$ cat src/rtl/ins_exec_store_unit_pkg.sv
// Shared decode constants, drain-state encoding and the access-size byte mask.
package ins_exec_store_unit_pkg;

  localparam logic [6:0] OPCODE_STORE = 7'b0100011;

  localparam logic [2:0] FUNCT3_SB = 3'd0;
  localparam logic [2:0] FUNCT3_SH = 3'd1;
  localparam logic [2:0] FUNCT3_SW = 3'd2;
  localparam logic [2:0] FUNCT3_SD = 3'd3;

  typedef enum logic [1:0] {
    IDLE   = 2'd0,
    RD_REQ = 2'd1,
    WR_REQ = 2'd2
  } drain_state_t;

  // funct3[1:0] encodes log2 of the access size in bytes.
  function automatic logic [7:0] size_mask(input logic [1:0] size);
    case (size)
      2'd0:    return 8'h01;
      2'd1:    return 8'h03;
      2'd2:    return 8'h0F;
      default: return 8'hFF;
    endcase
  endfunction

endpackage

$ cat src/rtl/ins_exec_store_unit_if.sv
// Data-memory port of the store unit: optional read phase (RMW) and a write phase,
// each a request held until its ack.
interface ins_exec_store_unit_if #(
  parameter int XLEN = 32
);
  logic              mem_r_op;
  logic [XLEN-1:0]   mem_r_addr;
  logic              mem_r_ack;
  logic [XLEN-1:0]   mem_r_val;
  logic              mem_w_op;
  logic [XLEN-1:0]   mem_w_mem_addr;
  logic [XLEN-1:0]   mem_w_mem_val;
  logic [XLEN/8-1:0] mem_w_mem_be;
  logic              mem_w_ack;

  modport master (
    output mem_r_op, mem_r_addr,
    input  mem_r_ack, mem_r_val,
    output mem_w_op, mem_w_mem_addr, mem_w_mem_val, mem_w_mem_be,
    input  mem_w_ack
  );

  modport slave (
    input  mem_r_op, mem_r_addr,
    output mem_r_ack, mem_r_val,
    input  mem_w_op, mem_w_mem_addr, mem_w_mem_val, mem_w_mem_be,
    output mem_w_ack
  );
endinterface

$ cat src/rtl/ins_exec_store_unit_store_queue_fifo.sv
// Generic synchronous FIFO, registered count; head is combinational from the read pointer.
// Push is ignored when full and pop when empty; full only drops the cycle after a pop.
module store_queue_fifo #(
  parameter int WIDTH = 8,
  parameter int DEPTH = 4
) (
  input  logic             clk,
  input  logic             rst,
  input  logic             push,
  input  logic [WIDTH-1:0] push_dat,
  input  logic             pop,
  output logic             full,
  output logic             empty,
  output logic [WIDTH-1:0] head
);
  localparam int AW = $clog2(DEPTH);
  localparam logic [AW:0] FULL_CNT = (AW+1)'(DEPTH);

  logic [WIDTH-1:0] mem [DEPTH];
  logic [AW-1:0]    wr_ptr;
  logic [AW-1:0]    rd_ptr;
  logic [AW:0]      count;
  logic             do_push;
  logic             do_pop;

  assign full    = (count == FULL_CNT);
  assign empty   = (count == '0);
  assign do_push = push && !full;
  assign do_pop  = pop && !empty;
  assign head    = mem[rd_ptr];

  always_ff @(posedge clk) begin
    if (do_push) begin
      mem[wr_ptr] <= push_dat;
    end
  end

  // Pointers wrap naturally at DEPTH (power of two); count disambiguates full/empty.
  always_ff @(posedge clk) begin
    if (rst) begin
      wr_ptr <= '0;
      rd_ptr <= '0;
      count  <= '0;
    end else begin
      if (do_push) wr_ptr <= wr_ptr + AW'(1);
      if (do_pop)  rd_ptr <= rd_ptr + AW'(1);
      case ({do_push, do_pop})
        2'b10:   count <= count + (AW+1)'(1);
        2'b01:   count <= count - (AW+1)'(1);
        default: count <= count;
      endcase
    end
  end

endmodule

$ cat src/rtl/ins_exec_store_unit.sv
// Store executor: decodes/aligns stores, queues them and drains to memory (RMW or byte-enable).
// First memory request two cycles after issue; ready drops when the queue holds DEPTH entries.
module ins_exec_store_unit
  import ins_exec_store_unit_pkg::*;
#(
  parameter int XLEN   = 32,
  parameter int DEPTH  = 4,
  parameter int USE_BE = 0
) (
  input  logic                  clk,
  input  logic                  rst,
  input  logic                  op,
  input  logic [6:0]            ins_dec_op,
  input  logic [2:0]            ins_dec_funct3,
  input  logic [XLEN-1:0]       reg_rs1_val,
  input  logic [XLEN-1:0]       reg_rs2_val,
  input  logic [XLEN-1:0]       imm_ext_ext,
  output logic                  ready,
  output logic                  misalign,
  output logic                  empty,
  ins_exec_store_unit_if.master mem
);
  localparam int NB = XLEN / 8;
  localparam int OW = $clog2(NB);

  typedef struct packed {
    logic [XLEN-1:0] addr;
    logic [XLEN-1:0] dat;
    logic [NB-1:0]   be;
  } entry_t;

  function automatic logic [XLEN-1:0] lane_bits(input logic [NB-1:0] b);
    logic [XLEN-1:0] m;
    for (int i = 0; i < NB; i++) begin
      m[8*i +: 8] = {8{b[i]}};
    end
    return m;
  endfunction

  logic            is_store;
  logic            mis;
  logic            enq;
  logic [XLEN-1:0] addr;
  logic [OW-1:0]   off;
  logic [NB-1:0]   enq_be;
  entry_t          enq_entry;
  entry_t          head;
  logic            q_full;
  logic            q_empty;
  logic            pop;
  logic            misalign_q;
  logic [XLEN-1:0] merged_q;
  drain_state_t    state_q;
  drain_state_t    state_d;

  assign addr = reg_rs1_val + imm_ext_ext;
  assign off  = addr[OW-1:0];

  always_comb begin
    is_store = 1'b0;
    if (op && ins_dec_op == OPCODE_STORE) begin
      is_store = (ins_dec_funct3 == FUNCT3_SB) || (ins_dec_funct3 == FUNCT3_SH) ||
                 (ins_dec_funct3 == FUNCT3_SW) ||
                 ((XLEN == 64) && (ins_dec_funct3 == FUNCT3_SD));
    end
  end

  always_comb begin
    mis = 1'b0;
    case (ins_dec_funct3)
      FUNCT3_SH: mis = off[0];
      FUNCT3_SW: mis = |off[1:0];
      FUNCT3_SD: mis = |off;
      default:   mis = 1'b0;
    endcase
  end

  assign ready  = !q_full;
  assign enq    = is_store && !mis && ready;
  assign enq_be = NB'(size_mask(ins_dec_funct3[1:0])) << off;

  // Data is pre-shifted into its lanes and masked, so it is usable as-is in byte-enable mode.
  always_comb begin
    enq_entry.addr = {addr[XLEN-1:OW], {OW{1'b0}}};
    enq_entry.dat  = (reg_rs2_val << {off, 3'b000}) & lane_bits(enq_be);
    enq_entry.be   = enq_be;
  end

  store_queue_fifo #(
    .WIDTH ($bits(entry_t)),
    .DEPTH (DEPTH)
  ) u_fifo (
    .clk      (clk),
    .rst      (rst),
    .push     (enq),
    .push_dat (enq_entry),
    .pop      (pop),
    .full     (q_full),
    .empty    (q_empty),
    .head     (head)
  );

  always_ff @(posedge clk) begin
    if (rst) begin
      state_q    <= IDLE;
      misalign_q <= 1'b0;
      merged_q   <= '0;
    end else begin
      state_q    <= state_d;
      misalign_q <= is_store && mis;
      if (state_q == RD_REQ && mem.mem_r_ack) begin
        merged_q <= (mem.mem_r_val & ~lane_bits(head.be)) | (head.dat & lane_bits(head.be));
      end
    end
  end

  assign misalign = misalign_q;
  assign empty    = q_empty && (state_q == IDLE);

  always_comb begin
    state_d            = state_q;
    pop                = 1'b0;
    mem.mem_r_op       = 1'b0;
    mem.mem_r_addr     = '0;
    mem.mem_w_op       = 1'b0;
    mem.mem_w_mem_addr = '0;
    mem.mem_w_mem_val  = '0;
    mem.mem_w_mem_be   = '0;
    case (state_q)
      IDLE: begin
        if (!q_empty) state_d = (USE_BE != 0) ? WR_REQ : RD_REQ;
      end
      RD_REQ: begin
        mem.mem_r_op   = 1'b1;
        mem.mem_r_addr = head.addr;
        if (mem.mem_r_ack) state_d = WR_REQ;
      end
      WR_REQ: begin
        mem.mem_w_op       = 1'b1;
        mem.mem_w_mem_addr = head.addr;
        mem.mem_w_mem_val  = (USE_BE != 0) ? head.dat : merged_q;
        mem.mem_w_mem_be   = (USE_BE != 0) ? head.be : '1;
        if (mem.mem_w_ack) begin
          pop     = 1'b1;
          state_d = IDLE;
        end
      end
      default: state_d = IDLE;
    endcase
  end

endmodule

$ cat src/flat_wrapper.sv
// flat-port wrapper written by rule: the top's interface ports become plain ports
module ins_exec_store_unit_flat import ins_exec_store_unit_pkg::*;
#(
  parameter int XLEN   = 32,
  parameter int DEPTH  = 4,
  parameter int USE_BE = 0
)
  (clk, rst, op, ins_dec_op, ins_dec_funct3, reg_rs1_val, reg_rs2_val, imm_ext_ext, ready, misalign, empty, mem_mem_r_op, mem_mem_r_addr, mem_mem_r_ack, mem_mem_r_val, mem_mem_w_op, mem_mem_w_mem_addr, mem_mem_w_mem_val, mem_mem_w_mem_be, mem_mem_w_ack);
  ins_exec_store_unit_if #(.XLEN(XLEN)) mem_i ();
  input  logic clk;
  input  logic rst;
  input  logic op;
  input  logic [6:0] ins_dec_op;
  input  logic [2:0] ins_dec_funct3;
  input  logic [XLEN-1:0] reg_rs1_val;
  input  logic [XLEN-1:0] reg_rs2_val;
  input  logic [XLEN-1:0] imm_ext_ext;
  output logic ready;
  output logic misalign;
  output logic empty;
  output wire logic [$bits(mem_i.mem_r_op)-1:0] mem_mem_r_op;
  output wire logic [$bits(mem_i.mem_r_addr)-1:0] mem_mem_r_addr;
  input wire logic [$bits(mem_i.mem_r_ack)-1:0] mem_mem_r_ack;
  input wire logic [$bits(mem_i.mem_r_val)-1:0] mem_mem_r_val;
  output wire logic [$bits(mem_i.mem_w_op)-1:0] mem_mem_w_op;
  output wire logic [$bits(mem_i.mem_w_mem_addr)-1:0] mem_mem_w_mem_addr;
  output wire logic [$bits(mem_i.mem_w_mem_val)-1:0] mem_mem_w_mem_val;
  output wire logic [$bits(mem_i.mem_w_mem_be)-1:0] mem_mem_w_mem_be;
  input wire logic [$bits(mem_i.mem_w_ack)-1:0] mem_mem_w_ack;
  assign mem_mem_r_op = mem_i.mem_r_op;
  assign mem_mem_r_addr = mem_i.mem_r_addr;
  assign mem_i.mem_r_ack = mem_mem_r_ack;
  assign mem_i.mem_r_val = mem_mem_r_val;
  assign mem_mem_w_op = mem_i.mem_w_op;
  assign mem_mem_w_mem_addr = mem_i.mem_w_mem_addr;
  assign mem_mem_w_mem_val = mem_i.mem_w_mem_val;
  assign mem_mem_w_mem_be = mem_i.mem_w_mem_be;
  assign mem_i.mem_w_ack = mem_mem_w_ack;
  ins_exec_store_unit #(.XLEN(XLEN), .DEPTH(DEPTH), .USE_BE(USE_BE)) u_core (.clk(clk), .rst(rst), .op(op), .ins_dec_op(ins_dec_op), .ins_dec_funct3(ins_dec_funct3), .reg_rs1_val(reg_rs1_val), .reg_rs2_val(reg_rs2_val), .imm_ext_ext(imm_ext_ext), .ready(ready), .misalign(misalign), .empty(empty), .mem(mem_i));
endmodule
$ cat config.mk
export PLATFORM = sky130hd
export DESIGN_NAME = ins_exec_store_unit_flat
export DESIGN_NICKNAME = d
export VERILOG_FILES = /design/src/rtl/ins_exec_store_unit_pkg.sv /design/src/rtl/ins_exec_store_unit_if.sv /design/src/rtl/ins_exec_store_unit_store_queue_fifo.sv /design/src/rtl/ins_exec_store_unit.sv /design/src/flat_wrapper.sv
export SDC_FILE = /design/constraint.sdc
export NUM_CORES = 1
export LEC_CHECK = 0
export ABC_AREA = 1
export BUFFER_PORTS_ARGS = -buffer_cell sky130_fd_sc_hd__buf_2
export CORE_UTILIZATION = 25
export DETAILED_ROUTE_END_ITERATION = 7
export PLACE_DENSITY = 0.52
export SETUP_SLACK_MARGIN = 0.15
export SYNTH_ARGS = -nofsm -noshare
export SYNTH_HDL_FRONTEND = slang
export SYNTH_SLANG_ARGS = --single-unit
$ cat constraint.sdc
create_clock -name clk -period 7.1 [get_ports clk]
set_clock_uncertainty 0.1 [all_clocks]
set_input_delay 0.355 -clock clk [delete_from_list [all_inputs] [get_ports clk]]
set_output_delay 0.355 -clock clk [all_outputs]
set_load 0.01 [all_outputs]
==> qor.txt, run 1 <==
Post-Syn Instances: 1738
Fin. Hold Viols: 0
Critical Path RT: 7.24 ns
Largest net degree at the start of global routing: 133
Boundary Pins: 248
Die height: 252 µm
Async S/R FF share, synth: 0%
Clock root buffer: clkbuf_16
CTS sink count: 308
Maxcap violations: 0
Remaining global-route overflow: 0
Input/output buffers: 243
Dpl ws: 2.71 ns
Most frequent cell after synthesis: nand2_1
Met3 Track Usage GR: 1.81%
Post-DP HPWL: 31.3 mm
Static Leak: 8.08 nW
Setup Total Neg Slack: 0 ns
DIE AREA: 63600 µm²
Yosys top cell by area: edfxtp_1
Multi-input logic area: 5650 µm²
Slowest stage delay, CP: 0.92 ns
Post-DRT Antenna Nets: 0
WL/cell: 16.0 µm
Grt peak-use layer: met2
Violated checks: design-rule violations
Layout cells sized above 1: 16.3%
Initial Utilization: 25.3%
Synth cell count leaders: nand2_1, edfxtp_1, inv_1, nor2_1, a21oi_1
Yosys top cell area share: 50.6%
Global Route met2 Usage: 24.3%
Global-route met1 utilization: 18.3%
Total wire length: 45.4 mm
RSZ-0062 raised after global routing: false
Final Cycle Share: 52.1%
Num CTS Buffers: 31
DR vias: 12500
Drt first pass iters: 8
Crit Path Class: input pin to register
Status: complete, but fails checks
DRC: 2
Number of synthesized flops with an enable pin: 264
Die W: 252 µm
Critical-path cell list: buf_2 -> ha_1 -> fa_1 -> nor2_1 -> nor2_1 -> nand2_1 -> nand4_2 -> nor2_4 -> buf_4
Fillers: 6523
Final GP Congestion: 0.881
CP most frequent cell: nor2_1
Antenna cell count: 0
Startpoint type of the worst setup path: input pin
Clk slew on worst S/H paths: 0.06 ns
Rel. slew slack: 16.2%
Core ar.: 61800 µm²
Pwr Density: 217 nW/µm²
Antenna violations before repair: 2
Sequential share of the synthesized area: 56.2%
Row count: 91
Placed cell count: 2747
# H-tree levels: 1
Non-filler cells, final: 2841
Yosys warnings: 0
CTS tree: yes
Synth Register Bits: 308
Global-route wire length before repair: 68.5 mm
Worst-Margin Slew: 1.26 ns
GRT Total Usage: 13.9%
# nets final: 2161
F_max: 270 MHz
Predominant post-synthesis flop cell: edfxtp_1
Top cells by area, synth: edfxtp_1, nand2_1, dfxtp_1
Clock Path Buffers: 3
Crit path DAT: 3.84 ns
Worst-path maximum fanout: 30
Synthesized area: 15700 µm²
Vias per cell: 4.39
Initial DRC count: 720
Vias in the first global route: 12000
Synth Area per Inst: 9.01 µm²
Crit path time final: 3.70 ns
Post-cts resize count: 0
Hold Crit Class: input pin to register
Synth cell types: 43
CP max stage cell: nor2_4
Count of final max-slew check failures: 0
Clock latency on the worst-skew pair: 0.57 ns
Synth-to-Final Area Change: 20.9%
Peak supply drop: 0.183 mV
Endpoint class of the critical path: register
Sequential cell area: 8820 µm²
Final setup viols: 0
Setup slack after layout: 3.40 ns
[registers in the layout (all words and copies together) (netlist names), named ones only]
register              count
u_core.misalign           1
u_core.u_fifo.wr_ptr      2
u_core.state_q            2
u_core.merged_q          32
u_core.u_fifo.count       3
u_core.u_fifo.mem       264
u_core.u_fifo.rd_ptr      2
[worst paths after layout]
path,start,endpoint,slack [ns],depth (start not counted)
max,reg_rs1_val[0],u_core.u_fifo.mem[2][43]$_DFFE_PP_,3.40,9
min,ins_dec_funct3[2],u_core.misalign$_SDFF_PP0_,0.05,4
max reg2reg,register,u_core.merged_q[21]$_SDFFE_PP0P_,4.25,5
min reg2reg,u_core.u_fifo.rd_ptr[1]$_SDFFE_PP0P_,register,0.36,2
[power by group]
group / leakage (nW) / internal (W) / switching [W]
sequential: 2.75 / 0.00202 / 0.000000274
clock: 0.503 / 0.00100 / 0.000675
combinational: 4.83 / 0.000129 / 0.000278
total: 8.08 / 0.00315 / 0.000953
[cell families after synthesis]
| group | synth area share (%) |
|---|---|
| xor+xnor | 0.895 |
| other cells | 0.0239 |
| simple gates | 21.1 |
| buf+inv | 7.96 |
| flops | 56.2 |
| compound gates | 10.6 |
| fa+ha+maj | 3.13 |
[per-stage QoR]
step           power, W  area (µm²)  utilization, %  hold slack, ns
2_1_floorplan   0.00230       15700               -           0.324
3_3_place_gp    0.00244       17500            28.4           0.345
3_5_place_dp    0.00245       17500            28.4           0.351
4_1_cts         0.00415       18900            30.6          0.0145
5_1_grt         0.00426       18900            30.6          0.0556
6_report        0.00410       18900            30.6          0.0514
[final cells by class]
| cell class | instances | area share [%] |
|---|---|---|
| inverters | 189 | 3.79 |
| flip-flops and latches | 308 | 46.6 |
| multi-input cells | 1159 | 29.8 |
| well taps | 837 | 5.53 |
| clock buffers | 49 | 4.72 |
| repair buffers | 291 | 8.82 |
| clock inverters | 8 | 0.734 |
[critical path, delay by kind of cell]
family                   cells  cell delay, ns
buffers and inverters        2            0.55
adder cells (fa/ha/maj)      2            1.00
AND/OR/NAND/NOR              5            1.90
[per-layer routing]
| layer | routed length, µm | up-vias |
|---|---|---|
| met5 | 21 | - |
| met4 | 709 | 4 |
| met3 | 2280 | 50 |
| met2 | 21900 | 316 |
| met1 | 20600 | 5865 |
| li1 | - | 6234 |
[cell usage in the layout (no fill, tap or decap), types with 8 or more instances in the layout]
cell / synthesis / routed
or2_0: 18 / 18
edfxtp_1: 264 / 264
dfxtp_1: 44 / 42
nand3_1: 66 / 66
dlygate4sd3_1: 0 / 37
a21oi_1: 158 / 158
nand2_1: 543 / 542
xor2_1: 15 / 15
or2_1: 14 / 14
clkbuf_1: 23 / 13
ha_1: 36 / 36
a32o_1: 30 / 30
nor2_1: 161 / 157
o21ai_0: 51 / 51
inv_1: 186 / 186
a31oi_1: 8 / 8
buf_4: 22 / 11
buf_2: 21 / 243
clkbuf_16: 0 / 31
[what timing repair did]
item,in CTS,in global routing
hold buffers,37,0
setup endpoints to repair,0,0
hold endpoints to repair,36,0
setup buffers,0,0
No activity file was read; power rests on OpenSTA's default activity.
==> inputs of run 2 (changes only) <==
Settings changed: ABC_AREA 1 to 0.
Clock period 7.1 ns to 3.45 ns, I/O delays scaled along.
==> qor.txt, run 2 <==
Status: completed (was complete, but fails checks)
Post-DP HPWL: 26.7 mm (was 31.3 mm)
Crit path DAT: 2.56 ns (was 3.84 ns)
Final Cycle Share: 82.1%
Num CTS Buffers: 37 (was 31)
Async S/R FF share, synth: 0% (unchanged)
Yosys top cell area share: 54.7% (was 50.6%)
Largest Register: u_core.u_fifo.mem (unchanged)
Rel. slew slack: 31.9% (was 16.2%)
Crit Path Class: register to output port (was input pin to register)
Initial Utilization: 25.5% (was 25.3%)
Slowest stage delay, CP: 0.78 ns (was 0.92 ns)
Startpoint type of the worst setup path: register (was input pin)
WL/cell: 18.9 µm (was 16.0 µm)
Crit path time final: 2.83 ns
Hold Crit Class: input pin to register (unchanged)
Fin. Hold Viols: 0 (unchanged)
Die height: 243 µm (was 252 µm)
Remaining global-route overflow: 0 (unchanged)
Endpoint class of the critical path: output port (was register)
Vias per cell: 4.51 (was 4.39)
Clk slew on worst S/H paths: 0.06 ns (about the same)
Synth cell count leaders: edfxtp_1, and2_1, nor2_1, mux4_2, a21oi_1 (was nand2_1, edfxtp_1, inv_1, nor2_1, a21oi_1)
Synth cell types: 55 (was 43)
Peak supply drop: 0.272 mV (was 0.183 mV)
DRC: 0 (was 2)
Commonest non-fill, non-tap cell in the layout: edfxtp_1 (was nand2_1)
Maxcap violations: 0 (unchanged)
Critical-path cell list: buf_4 -> mux4_2 -> and2_1 -> buf_2 (was buf_2 -> ha_1 -> fa_1 -> nor2_1 -> nor2_1 -> nand2_1 -> nand4_2 -> nor2_4 -> buf_4)
Net load switching power: 0.00212 W (was 0.000953 W)
Synthesized area: 14500 µm² (was 15700 µm²)
# H-tree levels: 2 (was 1)
Count of final max-slew check failures: 0 (unchanged)
Post-Syn Instances: 1003 (was 1738)
Final setup viols: 0 (unchanged)
Worst-Margin Slew: 1.02 ns (was 1.26 ns)
Worst-path maximum fanout: 29 (was 30)
Seq pwr share: 47.5% (was 49.2%)
F_max: 353 MHz
Number of synthesized flops with an enable pin: 264 (unchanged)
Most frequent cell after synthesis: edfxtp_1 (was nand2_1)
Antenna violations before repair: 1 (was 2)
DIE AREA: 58900 µm² (was 63600 µm²)
Largest net degree at the start of global routing: 69 (was 133)
GRT Total Usage: 13.2% (was 13.9%)
Yosys top cell by area: edfxtp_1 (unchanged)
Most frequent cells in the layout: edfxtp_1, buf_2, and2_1, nor2_1, mux4_2 (was nand2_1, edfxtp_1, buf_2, inv_1, a21oi_1)
Switch share: 24.2% (was 23.2%)
Pwr Density: 477 nW/µm² (was 217 nW/µm²)
Total wire length: 39.4 mm (was 45.4 mm)
Clock share of power: 42.9% (was 40.8%)
Initial DRC count: 540 (was 720)
Cell Int Power: 0.00664 W (was 0.00315 W)
Top cells by area, synth: edfxtp_1, mux4_2, dfxtp_1 (was edfxtp_1, nand2_1, dfxtp_1)
Sequential share of the synthesized area: 60.8% (was 56.2%)
Static Leak: 6.77 nW (was 8.08 nW)
Largest register FFs: 264 (unchanged)
CTS Hold Bufs: 50 (was 37)
Layout cells sized above 1: 31.8% (was 16.3%)
Top flop regs: u_core.u_fifo.mem: 264 flops, u_core.merged_q: 32 flops, u_core.u_fifo.count: 3 flops (unchanged)
Clock Path Buffers: 3 (unchanged)
Synth-to-Final Area Change: 26.9% (was 20.9%)
Die W: 243 µm (was 252 µm)
# nets final: 1482 (was 2161)
Post-DRT Antenna Nets: 0 (unchanged)
Synth Register Bits: 308 (unchanged)
Synth Area per Inst: 14.4 µm² (was 9.01 µm²)
Fillers: 5669 (was 6523)
CTS tree: yes (unchanged)
Post-cts resize count: 0 (unchanged)
DR vias: 9397 (was 12500)
Clock latency on the worst-skew pair: 0.55 ns (was 0.57 ns)
Buf/Inv on CP: 2 (unchanged)
Global-route wire length before repair: 59.1 mm (was 68.5 mm)
RSZ-0062 raised after global routing: false (unchanged)
Input/output buffers: 243 (unchanged)
CTS sink count: 308 (unchanged)
Core ar.: 56800 µm² (was 61800 µm²)
Setup Total Neg Slack: 0 ns (unchanged)
Drt first pass iters: 5 (was 8)
Row count: 87 (was 91)
Predominant post-synthesis flop cell: edfxtp_1 (unchanged)
Vias in the first global route: 9704 (was 12000)
Antenna cell count: 0 (unchanged)
Clock root buffer: clkbuf_16 (unchanged)
CP max stage cell: dfxtp_4 (was nor2_4)
Worst path top cell family by delay: flip-flops (was simple AND/OR/NAND/NOR gates)
Boundary Pins: 248 (unchanged)
Final GP Congestion: 0.864 (was 0.881)
Post-CTS Repair Setup Buffers: 0 (unchanged)
Critical Path RT: 3.18 ns (was 7.24 ns)
Combinational power share: 9.5% (was 9.9%)
Yosys warnings: 0 (unchanged)
Core Util, Final: 32.3% (was 30.6%)
==> run 2: changes by cell type after synthesis, moves of 45 or more <==
cell	before	now
a21oi_1	158	48
and2_1	1	105
nor2_1	161	83
nand3_1	66	13
mux2i_1	0	45
mux4_2	0	71
nand2_1	543	30
inv_1	186	15
==> run 2: layout make-up <==
class / instances / area (µm²) / share of cell area [%]
Clock buffer: 40 / 947 / 5.15
Clock inverter: 26 / 210 / 1.14
Inverter: 15 / 56.3 / 0.306
Multi-Input combinational cell: 618 / 5360 / 29.2
Sequential cell: 308 / 8820 / 48.0
Tap cell: 756 / 946 / 5.15
Timing Repair Buffer: 321 / 2040 / 11.1
==> run 2: final timing paths <==
check	startpoint	to	slack, ns	depth (start not counted)
min reg2reg	u_core.merged_q[26]$_SDFFE_PP0P_	u_core.merged_q[26]$_SDFFE_PP0P_	0.39	2
min	reg_rs2_val[2]	u_core.u_fifo.mem[0][6]$_DFFE_PP_	0.06	2
max	register	mem_mem_r_addr[30]	0.62	4
max reg2reg	register	u_core.merged_q[10]$_SDFFE_PP0P_	1.18	4
==> run 2: per-stage QoR <==
step / instances / total power (W) / instance area (µm²) / hold slack, ns / setup slack, ns
2_1_floorplan: 1006 / 0.00474 / 14500 / 0.189 / 0.314
3_3_place_gp: 1968 / 0.00501 / 16700 / 0.288 / 0.512
3_5_place_dp: 1968 / 0.00503 / 16700 / 0.303 / 0.445
4_1_cts: 2084 / 0.00891 / 18400 / 0.0187 / 0.476
5_1_grt: 2084 / 0.00911 / 18400 / 0.0419 / 0.424
6_report: 2084 / 0.00876 / 18400 / 0.0618 / 0.619
==> run 2: logic make-up after synthesis <==
kind of cell	synth area share [%]
other	0.0259
AOI/OAI and AO/OA	7.44
adders and majority gates	3.39
buffers and inverters	2.39
DFF	60.8
muxes	14.2
xor gates and xnor gates	2.06
and+or+nand+nor	9.73
==> run 2: worst register-to-register path: cells and delay by family (launching register included) <==
kind                   cells  cell delay, ns
multiplexers               2            0.74
buffers and inverters      1            0.40
flip-flops                 1            0.78
AO/OA/AOI/OAI              1            0.09
==> run 2: metal layers <==
metal,global-route usage [%],wire length (µm),up-vias,share of wire [%]
met5,0,0,-,0
met4,3.64,614,0,1.6
met3,1.99,1900,42,4.8
met2,22.8,19600,283,50
met1,17.2,17300,4650,44
li1,-,-,4422,-
==> run 2: power by group through the flow <==
stage	logic [W]	registers (W)	clock network, W
after detailed placement	0.000788	0.00424	0
after global placement	0.000766	0.00424	0
after CTS	0.000838	0.00416	0.00391
final	0.000837	0.00417	0.00376
after global routing	0.000922	0.00416	0.00403
after floorplan	0.000494	0.00424	0
==> inputs of run 3 (changes only) <==
Settings changed: ABC_AREA 0 to 1.
Clock period 3.45 ns to 2.7 ns, I/O delays scaled along.
==> qor.txt, run 3 (synthesis results as in run 1) <==
Clk slew on worst S/H paths: 0.06 ns (about the same)
RSZ-0062 raised after global routing: false (unchanged)
Non-filler cells, final: 2895 (was 2084)
Initial DRC count: 683 (was 540)
Core Util, Final: 31.7% (was 32.3%)
Pwr Density: 566 nW/µm² (was 477 nW/µm²)
Crit Path Class: register to output port (unchanged)
WL/cell: 16.0 µm (was 18.9 µm)
Total wire length: 46.4 mm (was 39.4 mm)
Static Leak: 8.38 nW (was 6.77 nW)
GRT Total Usage: 14.2% (was 13.2%)
Crit path time final: 2.36 ns
Clock root buffer: clkbuf_16 (unchanged)
Largest net degree at the start of global routing: 79 (was 69)
Clock latency on the worst-skew pair: 0.52 ns (was 0.55 ns)
Met2 WL: 22.3 mm (was 19.6 mm)
Row count: 91 (was 87)
Multi-input logic area: 5680 µm² (was 5360 µm²)
Largest register FFs: 264 (unchanged)
Final GP Congestion: 0.884 (was 0.864)
Startpoint type of the worst setup path: register (unchanged)
F_max: 423 MHz
Commonest non-fill, non-tap cell in the layout: nand2_1 (was edfxtp_1)
CP max stage cell: dfxtp_4 (unchanged)
Maxcap violations: 0 (unchanged)
Endpoint class of the critical path: output port (unchanged)
Clock Path Buffers: 3 (unchanged)
# H-tree levels: 2 (unchanged)
Die W: 252 µm (was 243 µm)
Most frequent cells in the layout: nand2_1, edfxtp_1, buf_2, inv_1, a21oi_1 (was edfxtp_1, buf_2, and2_1, nor2_1, mux4_2)
Critical-path cell list: inv_8 -> buf_4 -> nand2_1 -> a32o_1 -> nor2_1 -> buf_2 (was buf_4 -> mux4_2 -> and2_1 -> buf_2)
Crit path DAT: 2.13 ns (was 2.56 ns)
CTS sink count: 308 (unchanged)
Vias per cell: 4.38 (was 4.51)
Remaining global-route overflow: 0 (unchanged)
Largest Register: u_core.u_fifo.mem (unchanged)
Input/output buffers: 243 (unchanged)
Sequential cell area: 8820 µm² (unchanged)
DRC: 0 (unchanged)
Peak supply drop: 0.357 mV (was 0.272 mV)
Boundary Pins: 248 (unchanged)
Fin. Hold Viols: 0 (unchanged)
DR vias: 12700 (was 9397)
Final Cycle Share: 87.5%
Final setup viols: 0 (unchanged)
Post-DRT Antenna Nets: 0 (unchanged)
Count of final max-slew check failures: 0 (unchanged)
Vias in the first global route: 12100 (was 9704)
Met1 wire length: 20.6 mm (was 17.3 mm)
Antenna violations before repair: 3 (was 1)
# nets final: 2213 (was 1482)
Synth-to-Final Area Change: 25.2% (was 26.9%)
Num CTS Buffers: 34 (was 37)
Total power: 0.0111 W (was 0.00876 W)
Worst-path maximum fanout: 41 (was 29)
Layout cells sized above 1: 17.9% (was 31.8%)
Core ar.: 61800 µm² (was 56800 µm²)
Post-DP HPWL: 32.6 mm (was 26.7 mm)
Critical Path RT: 2.47 ns (was 3.18 ns)
DIE AREA: 63600 µm² (was 58900 µm²)
Hold Crit Class: input pin to register (unchanged)
Initial Utilization: 25.3% (was 25.5%)
Placed cell count: 2781 (was 1968)
Die height: 252 µm (was 243 µm)
Slowest stage delay, CP: 0.39 ns (was 0.78 ns)
Rel. slew slack: 47.9% (was 31.9%)
Buf/Inv on CP: 3 (was 2)
CTS tree: yes (unchanged)
Fillers: 6499 (was 5669)
Antenna cell count: 0 (unchanged)
Status: completed (unchanged)
Met3 wire len: 2.47 mm (was 1.90 mm)
Worst path top cell family by delay: buffers and inverters (was flip-flops)
DR top layer: met5 (was met4)
Drt first pass iters: 5 (unchanged)
Global-route wire length before repair: 69.1 mm (was 59.1 mm)
Setup slack, reg-to-reg: 0.56 ns (was 1.18 ns)
Top flop regs: u_core.u_fifo.mem: 264 flops, u_core.merged_q: 32 flops, u_core.u_fifo.count: 3 flops (unchanged)
Worst-Margin Slew: 0.782 ns (was 1.02 ns)
## run 3: through the flow
step	TNS (ns)	cell area, µm²	worst slack, ns	hold slack [ns]
6_report	0	19600	0.338	0.0186
5_1_grt	0	19600	0.184	0.0286
4_1_cts	0	19600	0.192	0.00338
3_5_place_dp	-0.184	17900	-0.173	0.279
3_3_place_gp	-0.254	17900	-0.254	0.281
2_1_floorplan	-64.69	15700	-0.262	0.104
## run 3: worst paths after layout
kind	from	endpoint	cells after the start
max	register	mem_mem_w_mem_addr[11]	6
min	reg_rs2_val[5]	u_core.u_fifo.mem[1][9]$_DFFE_PP_	3
max reg2reg	u_core.u_fifo.count[1]$_SDFFE_PP0P_	u_core.u_fifo.count[2]$_SDFFE_PP0P_	12
min reg2reg	u_core.u_fifo.rd_ptr[1]$_SDFFE_PP0P_	register	2
## run 3: routing by layer
layer  track usage, %  vias up
met5                0        -
met4             3.34        2
met3             2.13       72
met2             24.8      379
met1             18.3     5904
li1                 -     6329
## run 3: power breakdown
part           total, W  internal, W  switching, W
logic           0.00113     0.000390      0.000745
registers       0.00531      0.00531   0.000000725
clock network   0.00464      0.00278       0.00186
## run 3: repair_timing
action / CTS / global route
buffers inserted: 0 / 1
setup endpoints to repair: 0 / 20
hold buffers: 51 / 0
resized for setup: 0 / 1
endpoints found under the hold margin: 85 / 0
## run 3: layout make-up
type	count	share of cell area (%)
Tap cell	837	5.34
Sequential cell	308	45.0
Clock buffer	49	4.89
Inverter	189	3.66
Clock inverter	13	0.862
Multi-Input combinational cell	1159	29.0
Timing Repair Buffer	340	11.3
## run 3: worst min-delay path, delay by kind of cell
kind,cells,cell delay [ns]
buffers and inverters,1,0.14
AND/OR/NAND/NOR,2,0.17
